$ cat src/rtl/pwm_pkg.sv
// rtl/pwm_pkg.sv - shared types and constants for the PWM capture block
package pwm_pkg;

    typedef enum logic [1:0] {
        ST_IDLE,
        ST_ARM,
        ST_MEASURE
    } state_t;

    localparam int DUTY_W    = 7;
    localparam int PCT_SCALE = 100;
    localparam int DIV_LAT   = 8;

endpackage

$ cat src/rtl/pwm_capture_if.sv
// rtl/pwm_capture_if.sv - PWM capture control/measurement bundle
interface pwm_capture_if
    import pwm_pkg::*;
#(
    parameter int CNT_W = 16
);

    logic              pwm_in;
    logic              enable;
    logic              meas_valid;
    logic [CNT_W-1:0]  high_cnt;
    logic [CNT_W-1:0]  period_cnt;
    logic              duty_valid;
    logic [DUTY_W-1:0] duty_pct;
    logic              stuck_high;
    logic              stuck_low;

    modport master (
        output pwm_in, enable,
        input  meas_valid, high_cnt, period_cnt, duty_valid, duty_pct,
               stuck_high, stuck_low
    );

    modport slave (
        input  pwm_in, enable,
        output meas_valid, high_cnt, period_cnt, duty_valid, duty_pct,
               stuck_high, stuck_low
    );

endinterface

$ cat src/rtl/pwm_duty_div.sv
// rtl/pwm_duty_div.sv - restoring divider giving floor(high*100/period), one quotient bit per cycle
module pwm_duty_div
    import pwm_pkg::*;
#(
    parameter int CNT_W = 16
) (
    input  logic              clk,
    input  logic              rst,
    input  logic              i_start,
    input  logic [CNT_W-1:0]  i_high,
    input  logic [CNT_W-1:0]  i_period,
    output logic              o_busy,
    output logic              o_done,
    output logic [DUTY_W-1:0] o_quot
);

    localparam int NUM_W = CNT_W + DUTY_W;

    logic              r_busy;
    logic              r_done;
    logic [NUM_W-1:0]  r_rem;
    logic [NUM_W-1:0]  r_dsh;
    logic [DUTY_W-1:0] r_q;
    logic [DUTY_W-1:0] r_quot;
    logic [2:0]        r_step;

    logic [NUM_W-1:0]  w_num;
    logic              w_ge;

    assign w_num  = NUM_W'(i_high) * NUM_W'(PCT_SCALE);
    assign w_ge   = (r_rem >= r_dsh);
    // done counts as busy so a start landing on the result cycle is dropped
    assign o_busy = r_busy | r_done;
    assign o_done = r_done;
    assign o_quot = r_quot;

    always_ff @(posedge clk or negedge rst) begin
        if (!rst) begin
            r_busy <= 1'b0;
            r_done <= 1'b0;
            r_rem  <= '0;
            r_dsh  <= '0;
            r_q    <= '0;
            r_quot <= '0;
            r_step <= '0;
        end else begin
            r_done <= 1'b0;
            if (i_start && !o_busy) begin
                r_rem  <= w_num;
                r_dsh  <= NUM_W'(i_period) << (DUTY_W - 1);
                r_q    <= '0;
                r_step <= '0;
                r_busy <= 1'b1;
            end else if (r_busy) begin
                if (w_ge) begin
                    r_rem <= r_rem - r_dsh;
                end
                r_dsh  <= r_dsh >> 1;
                r_q    <= {r_q[DUTY_W-2:0], w_ge};
                r_step <= r_step + 3'd1;
                if (r_step == 3'(DUTY_W - 1)) begin
                    r_busy <= 1'b0;
                    r_done <= 1'b1;
                    r_quot <= {r_q[DUTY_W-2:0], w_ge};
                end
            end
        end
    end

endmodule

$ cat src/rtl/pwm_capture.sv
// rtl/pwm_capture.sv - PWM high-time/period monitor with duty percentage and stuck-line detection
module pwm_capture
    import pwm_pkg::*;
#(
    parameter int CNT_W   = 16,
    parameter int TIMEOUT = 1000
) (
    input  logic         clk,
    input  logic         rst,
    pwm_capture_if.slave bus
);

    localparam int         TMO_W   = $clog2(TIMEOUT + 1);
    localparam [CNT_W-1:0] CNT_MAX = {CNT_W{1'b1}};

    logic             r_sync1, r_sync2, r_dly;
    state_t           r_state, w_next;
    logic [CNT_W-1:0] r_cnt, r_hi_lat, r_high, r_period;
    logic [TMO_W-1:0] r_tmo;
    logic             r_meas_valid, r_stuck_high, r_stuck_low;

    logic             w_rise, w_fall, w_run, w_tmo_hit, w_meas_fire;
    logic             w_div_busy;

    assign w_rise      = r_sync2 & ~r_dly;
    assign w_fall      = ~r_sync2 & r_dly;
    assign w_run       = bus.enable && (r_state != ST_IDLE);
    // a rise or fall in the same cycle restarts the window, so edges win over timeout
    assign w_tmo_hit   = w_run && !w_rise && !w_fall && (r_tmo == TMO_W'(TIMEOUT - 1));
    assign w_meas_fire = w_run && (r_state == ST_MEASURE) && w_rise;

    always_ff @(posedge clk or negedge rst) begin
        if (!rst) begin
            r_sync1 <= 1'b0;
            r_sync2 <= 1'b0;
            r_dly   <= 1'b0;
        end else begin
            r_sync1 <= bus.pwm_in;
            r_sync2 <= r_sync1;
            r_dly   <= r_sync2;
        end
    end

    always_ff @(posedge clk or negedge rst) begin
        if (!rst) begin
            r_state <= ST_IDLE;
        end else begin
            r_state <= w_next;
        end
    end

    always_comb begin
        w_next = r_state;
        case (r_state)
            ST_IDLE:    if (bus.enable) w_next = ST_ARM;
            ST_ARM:     if (w_rise)     w_next = ST_MEASURE;
            ST_MEASURE: if (w_tmo_hit)  w_next = ST_ARM;
            default:                    w_next = ST_IDLE;
        endcase
        if (!bus.enable) begin
            w_next = ST_IDLE;
        end
    end

    always_ff @(posedge clk or negedge rst) begin
        if (!rst) begin
            r_cnt        <= '0;
            r_hi_lat     <= '0;
            r_high       <= '0;
            r_period     <= '0;
            r_tmo        <= '0;
            r_meas_valid <= 1'b0;
            r_stuck_high <= 1'b0;
            r_stuck_low  <= 1'b0;
        end else begin
            r_meas_valid <= w_meas_fire;
            if (!w_run) begin
                r_cnt <= '0;
                r_tmo <= '0;
                if (r_state == ST_IDLE) begin
                    r_stuck_high <= 1'b0;
                    r_stuck_low  <= 1'b0;
                end
            end else begin
                if (w_rise || w_fall || w_tmo_hit) begin
                    r_tmo <= '0;
                end else begin
                    r_tmo <= r_tmo + 1'b1;
                end

                if (w_rise) begin
                    r_stuck_high <= 1'b0;
                    r_stuck_low  <= 1'b0;
                end else if (w_tmo_hit) begin
                    r_stuck_high <= r_sync2;
                    r_stuck_low  <= ~r_sync2;
                end

                // ARM never accumulates, so a partial period cannot leak into a result
                if (w_rise) begin
                    r_cnt    <= CNT_W'(1);
                    r_hi_lat <= '0;
                end else if (r_state != ST_MEASURE || w_tmo_hit) begin
                    r_cnt <= '0;
                end else if (r_cnt != CNT_MAX) begin
                    r_cnt <= r_cnt + 1'b1;
                end

                if (w_fall && r_state == ST_MEASURE) begin
                    r_hi_lat <= r_cnt;
                end

                if (w_meas_fire) begin
                    r_period <= r_cnt;
                    r_high   <= r_hi_lat;
                end
            end
        end
    end

    pwm_duty_div #(
        .CNT_W (CNT_W)
    ) u_div (
        .clk      (clk),
        .rst      (rst),
        .i_start  (r_meas_valid),
        .i_high   (r_high),
        .i_period (r_period),
        .o_busy   (w_div_busy),
        .o_done   (bus.duty_valid),
        .o_quot   (bus.duty_pct)
    );

    assign bus.meas_valid = r_meas_valid;
    assign bus.high_cnt   = r_high;
    assign bus.period_cnt = r_period;
    assign bus.stuck_high = r_stuck_high;
    assign bus.stuck_low  = r_stuck_low;

    logic w_unused;
    assign w_unused = w_div_busy;

endmodule

$ cat src/flat_wrapper.sv
// flat-port wrapper written by rule: the top's interface ports become plain ports
module pwm_capture_flat import pwm_pkg::*;
#(
    parameter int CNT_W   = 16,
    parameter int TIMEOUT = 1000
)
  (clk, rst, bus_pwm_in, bus_enable, bus_meas_valid, bus_high_cnt, bus_period_cnt, bus_duty_valid, bus_duty_pct, bus_stuck_high, bus_stuck_low);
  pwm_capture_if #(.CNT_W(CNT_W)) bus_i ();
  input  logic clk;
  input  logic rst;
  input wire logic [$bits(bus_i.pwm_in)-1:0] bus_pwm_in;
  input wire logic [$bits(bus_i.enable)-1:0] bus_enable;
  output wire logic [$bits(bus_i.meas_valid)-1:0] bus_meas_valid;
  output wire logic [$bits(bus_i.high_cnt)-1:0] bus_high_cnt;
  output wire logic [$bits(bus_i.period_cnt)-1:0] bus_period_cnt;
  output wire logic [$bits(bus_i.duty_valid)-1:0] bus_duty_valid;
  output wire logic [$bits(bus_i.duty_pct)-1:0] bus_duty_pct;
  output wire logic [$bits(bus_i.stuck_high)-1:0] bus_stuck_high;
  output wire logic [$bits(bus_i.stuck_low)-1:0] bus_stuck_low;
  assign bus_i.pwm_in = bus_pwm_in;
  assign bus_i.enable = bus_enable;
  assign bus_meas_valid = bus_i.meas_valid;
  assign bus_high_cnt = bus_i.high_cnt;
  assign bus_period_cnt = bus_i.period_cnt;
  assign bus_duty_valid = bus_i.duty_valid;
  assign bus_duty_pct = bus_i.duty_pct;
  assign bus_stuck_high = bus_i.stuck_high;
  assign bus_stuck_low = bus_i.stuck_low;
  pwm_capture #(.CNT_W(CNT_W), .TIMEOUT(TIMEOUT)) u_core (.clk(clk), .rst(rst), .bus(bus_i));
endmodule
$ cat config.mk
export PLATFORM = sky130hd
export DESIGN_NAME = pwm_capture_flat
export DESIGN_NICKNAME = d
export VERILOG_FILES = /design/src/rtl/pwm_pkg.sv /design/src/rtl/pwm_capture_if.sv /design/src/rtl/pwm_duty_div.sv /design/src/rtl/pwm_capture.sv /design/src/flat_wrapper.sv
export SDC_FILE = /design/constraint.sdc
export NUM_CORES = 1
export LEC_CHECK = 0
export CORE_ASPECT_RATIO = 0.9
export CORE_MARGIN = 3
export CORE_UTILIZATION = 28
export DETAILED_ROUTE_END_ITERATION = 10
export GPL_ROUTABILITY_DRIVEN = 0
export HOLD_SLACK_MARGIN = 0.08
export PLACE_DENSITY = 0.39
export RECOVER_POWER = 25
export SLEW_MARGIN = 5
export SYNTH_ARGS = -nofsm -noshare
export SYNTH_HDL_FRONTEND = slang
export SYNTH_SLANG_ARGS = --single-unit
export TNS_END_PERCENT = 10
$ cat constraint.sdc
create_clock -name clk -period 7.2 [get_ports clk]
set_clock_uncertainty 0.1 [all_clocks]
set_input_delay 1.08 -clock clk [delete_from_list [all_inputs] [get_ports clk]]
set_output_delay 1.08 -clock clk [all_outputs]
set_load 0.005 [all_outputs]
==> results.md <==
- Status: finished, violations left
- Failing checks: max-capacitance violations, max-slew violations
- GRT Util Overall: about 15%
- Synth async-reset ratio: 100.0%
- Avg Synthesized Cell Area: 9.218 µm²
- CP max FO: 63
- Cell Count, Final, Fillers Out: 1415
- Rel. slew slack: -80.47%
- Fillers: 3238
- EDFF count, synth: 0
- DRC errors left: 0
- Min-Delay Path Class: register to register
- Max_cap viols: 1
- Worst reg2reg path depth: 5
- CTS tree: yes
- Root Buffer Master: clkbuf_16
- First-pass GRT wire length: 39.74 mm
- Pre-CTS setup slack: 3.327 ns
- Part of the power in combinational logic: ~45%
- Fin. Hold Viols: 0
- Clock Sinks: 145
- Pin slew with the least headroom to its limit: about 2.7 ns
- Worst vdd ir: 0.1586 mV
- Antenna violations before repair: 0
- Total power draw: 3402 µW
- Endpoints failing setup: 0
- Setup slack after layout: 2.897 ns
- Final layout net count: 1091
- CTS-repair resized insts: 0
- Slowest-stage cell, CP: clkbuf_1
- Largest cells by area after synthesis: dfrtp_1 41%, ha_1 12%, nand2_1 6.1%, inv_1 3.7%, fa_1 2.7%
- Largest net degree at the start of global routing: 77
- Dominant cell type by area after synthesis: dfrtp_1
- Hold Path Depth: 0
- Mapped Area: around 9000 µm²
- #FFs+latches synth: 145
- DR vias/cell: 4.878
- Crit. path cell count: 5
- Internal power: 2052 µW
- Final WL: 24.40 mm
- Die Y: 174.7 µm
- Vias: 6903
- Clock buffer depth: 2
- Final Cell Area: 10280 µm²
- Most used DFF post-synth: dfrtp_1
- Ys Warns: 0
- Flop-to-flop setup slack: 2.90 ns
- Crit path time final: 4.303 ns
- Port Buf Inserts: 46
- Total congestion overflow: 0
- RSZ-0062 raised after global routing: false
- Placed cell areas: 9719 µm²
- Final period util: 59.77%
- DIE AREA: 33780 µm²
- Crit path DAT: 4.56 ns
- WL/cell: 17.25 µm
- I/O pin total: 47
- Post-synth cell types: 67
- DR pass1 iterations: 4
- Core Area: around 31000 µm²
- Worst skew pair latency: 0.43 ns
- Syn nets: 1058
- DP Cell Count: ~1400
- Share of post-route cells with drive strength above 1: around 5.6%
- Diode count: 0
- Sum of buffers and inverters on the critical path: 2
- Pwr Density: between 300 and 400 nW/µm²
- H-Tree Level Count: 4
- Crit-path max cell delay: 1.91 ns
- DIE WIDTH: 193.4 µm
- Pleak: 0.004749 µW
- # hold bufs at CTS: 0
- Worst-path clk slew: 0.06 ns
- Multi-input logic area: roughly 4700 µm²
- CP endpoint kind: register
- Synth-to-layout area growth: 16.17%
- Register area: roughly 3600 µm²
- Area share of the largest cell type after synthesis: 41.00%
- Flop pwr share: 28.9%
- Top Family by Delay on Critical Path: buffers and inverters
- Setup TNS Final: 0 ns
- Setup CP Type: register to register
- Final count of pins violating max slew: 64
- P_sw: 1350 µW
- Initial DRC Count: 464
- Sw Ratio: 39.67%
- Syn Inst Count: 960
- CP Data Required Time: between 7 and 8 ns
- Post-route ant nets: 0
- Sequential element share of the synthesized area: 41.00%
- Top achievable clock speed: 0.2324 GHz
- Clock Power Share: a little over a quarter
- Post-CTS Repair Setup Buffers: 0
- FP Rows: approximately 60
- Starting Density: 28.56%
- Crit-path cells: clkbuf_1 -> o21ai_1 -> buf_4 -> a211oi_1 -> a221o_1
- Startpoint Class: register
- Num CTS Buffers: 17
- Vias in the first global route: 6977
- Placed wire-length estimate: 17.60 mm
sequential cells by signal, indices dropped and copies added, names as in the netlist, 6 cells and up:
signal / cells
u_core.u_div.r_dsh: 22
u_core.u_div.r_rem: 23
u_core.u_div.o_quot: 7
u_core.u_div.r_q: 6
u_core.bus.high_cnt: 16
u_core.bus.period_cnt: 16
u_core.r_cnt: 16
u_core.r_tmo: 10
u_core.r_hi_lat: 16
stage by stage:
step	hold WS (ns)	utilization (%)
2_1_floorplan	0.2312	-
3_3_place_gp	0.2357	31.37
3_5_place_dp	0.2355	31.37
4_1_cts	0.2515	33.21
5_1_grt	0.2733	33.18
6_report	0.2490	33.18
cell usage in the layout (no fill, tap or decap), drive strengths merged, types with 4 or more instances in the layout:
cell           netlist  final
clkbuf              30     21
mux2i                8      8
nand2b               9      9
a221o               19     19
and2                 5      5
dfrtp              145    145
buf                  8      6
o21a                 9      9
mux2                 6      6
o31ai               12     12
nor2                65     65
xnor2               17     17
nor3                36     36
clkinvlp             0      5
a21oi               41     41
clkdlybuf4s50        0     44
nand3b               4      4
nor4                 4      4
nor2b                4      4
a21o                 8      8
inv                 88     93
and3                10     10
nand3               25     25
a211oi               8      8
or3                  5      5
a31oi                9      9
xor2                23     23
nand2              144    144
o21ai               49     49
ha                  82     82
fa                  12     12
and4                 4      4
a22o                16     16
nand4               10     10
cell usage after synthesis, types with 10 or more instances:
cell type,n
a22o_1,16
nand4_1,10
xor2_1,23
dfrtp_1,145
a221o_1,19
nor2_1,64
nand2_1,144
nor3_1,36
and3_1,10
clkbuf_1,30
nand3_1,25
o21ai_0,46
xnor2_1,17
ha_1,82
inv_1,88
fa_1,12
o31ai_1,12
a21oi_1,41
final timing paths:
check                                     from                      to
min reg2reg                     u_core.r_sync1          u_core.r_sync2
max                        u_core.u_div.r_busy   u_core.u_div.r_rem[4]
min                             u_core.r_sync1          u_core.r_sync2
max in group asynchronous                  rst      u_core.r_hi_lat[3]
max reg2reg                u_core.u_div.r_busy   u_core.u_div.r_rem[4]
min in group asynchronous                  rst  u_core.u_div.r_rem[22]
power by group through the flow:
stage	Combinational (µW)	Clock (µW)	Sequential [µW]
6_report	1540	885	982
5_1_grt	1760	947	997
4_1_cts	1550	916	984
3_5_place_dp	1540	0	998
3_3_place_gp	1560	0	998
2_1_floorplan	1170	0	980
area by class of cell:
type                    instances  share of cell area (%)
clock buffers                  20                   4.345
clock inverters                12                   1.217
inverters                      88                   3.213
multi-input cells             689                   46.05
flip-flops and latches        145                   35.30
well taps                     409                   4.977
repair buffers                 52                   4.892
metal layers:
metal	up-vias	share of wire, %	wire (µm)	global-route usage [%]
met5	-	0	0	0
met4	0	2.2	538	4.580
met3	30	3.1	751	2.622
met2	103	44	10730	22.57
met1	3326	51	12380	21.36
li1	3444	-	-	-
cell families (layout without fill, tap and decap cells):
kind of cell    count (synthesis)  count (layout)  synth area share, %
compound gates                207             207                16.26
simple gates                  334             334                17.36
fa+ha+maj                      94              94                14.31
flops                         145             145                41.00
buf+inv                       126             172                5.443
xor+xnor                       40              40                3.959
mux                            14              14                1.668
No activity file was read; power rests on OpenSTA's default activity.
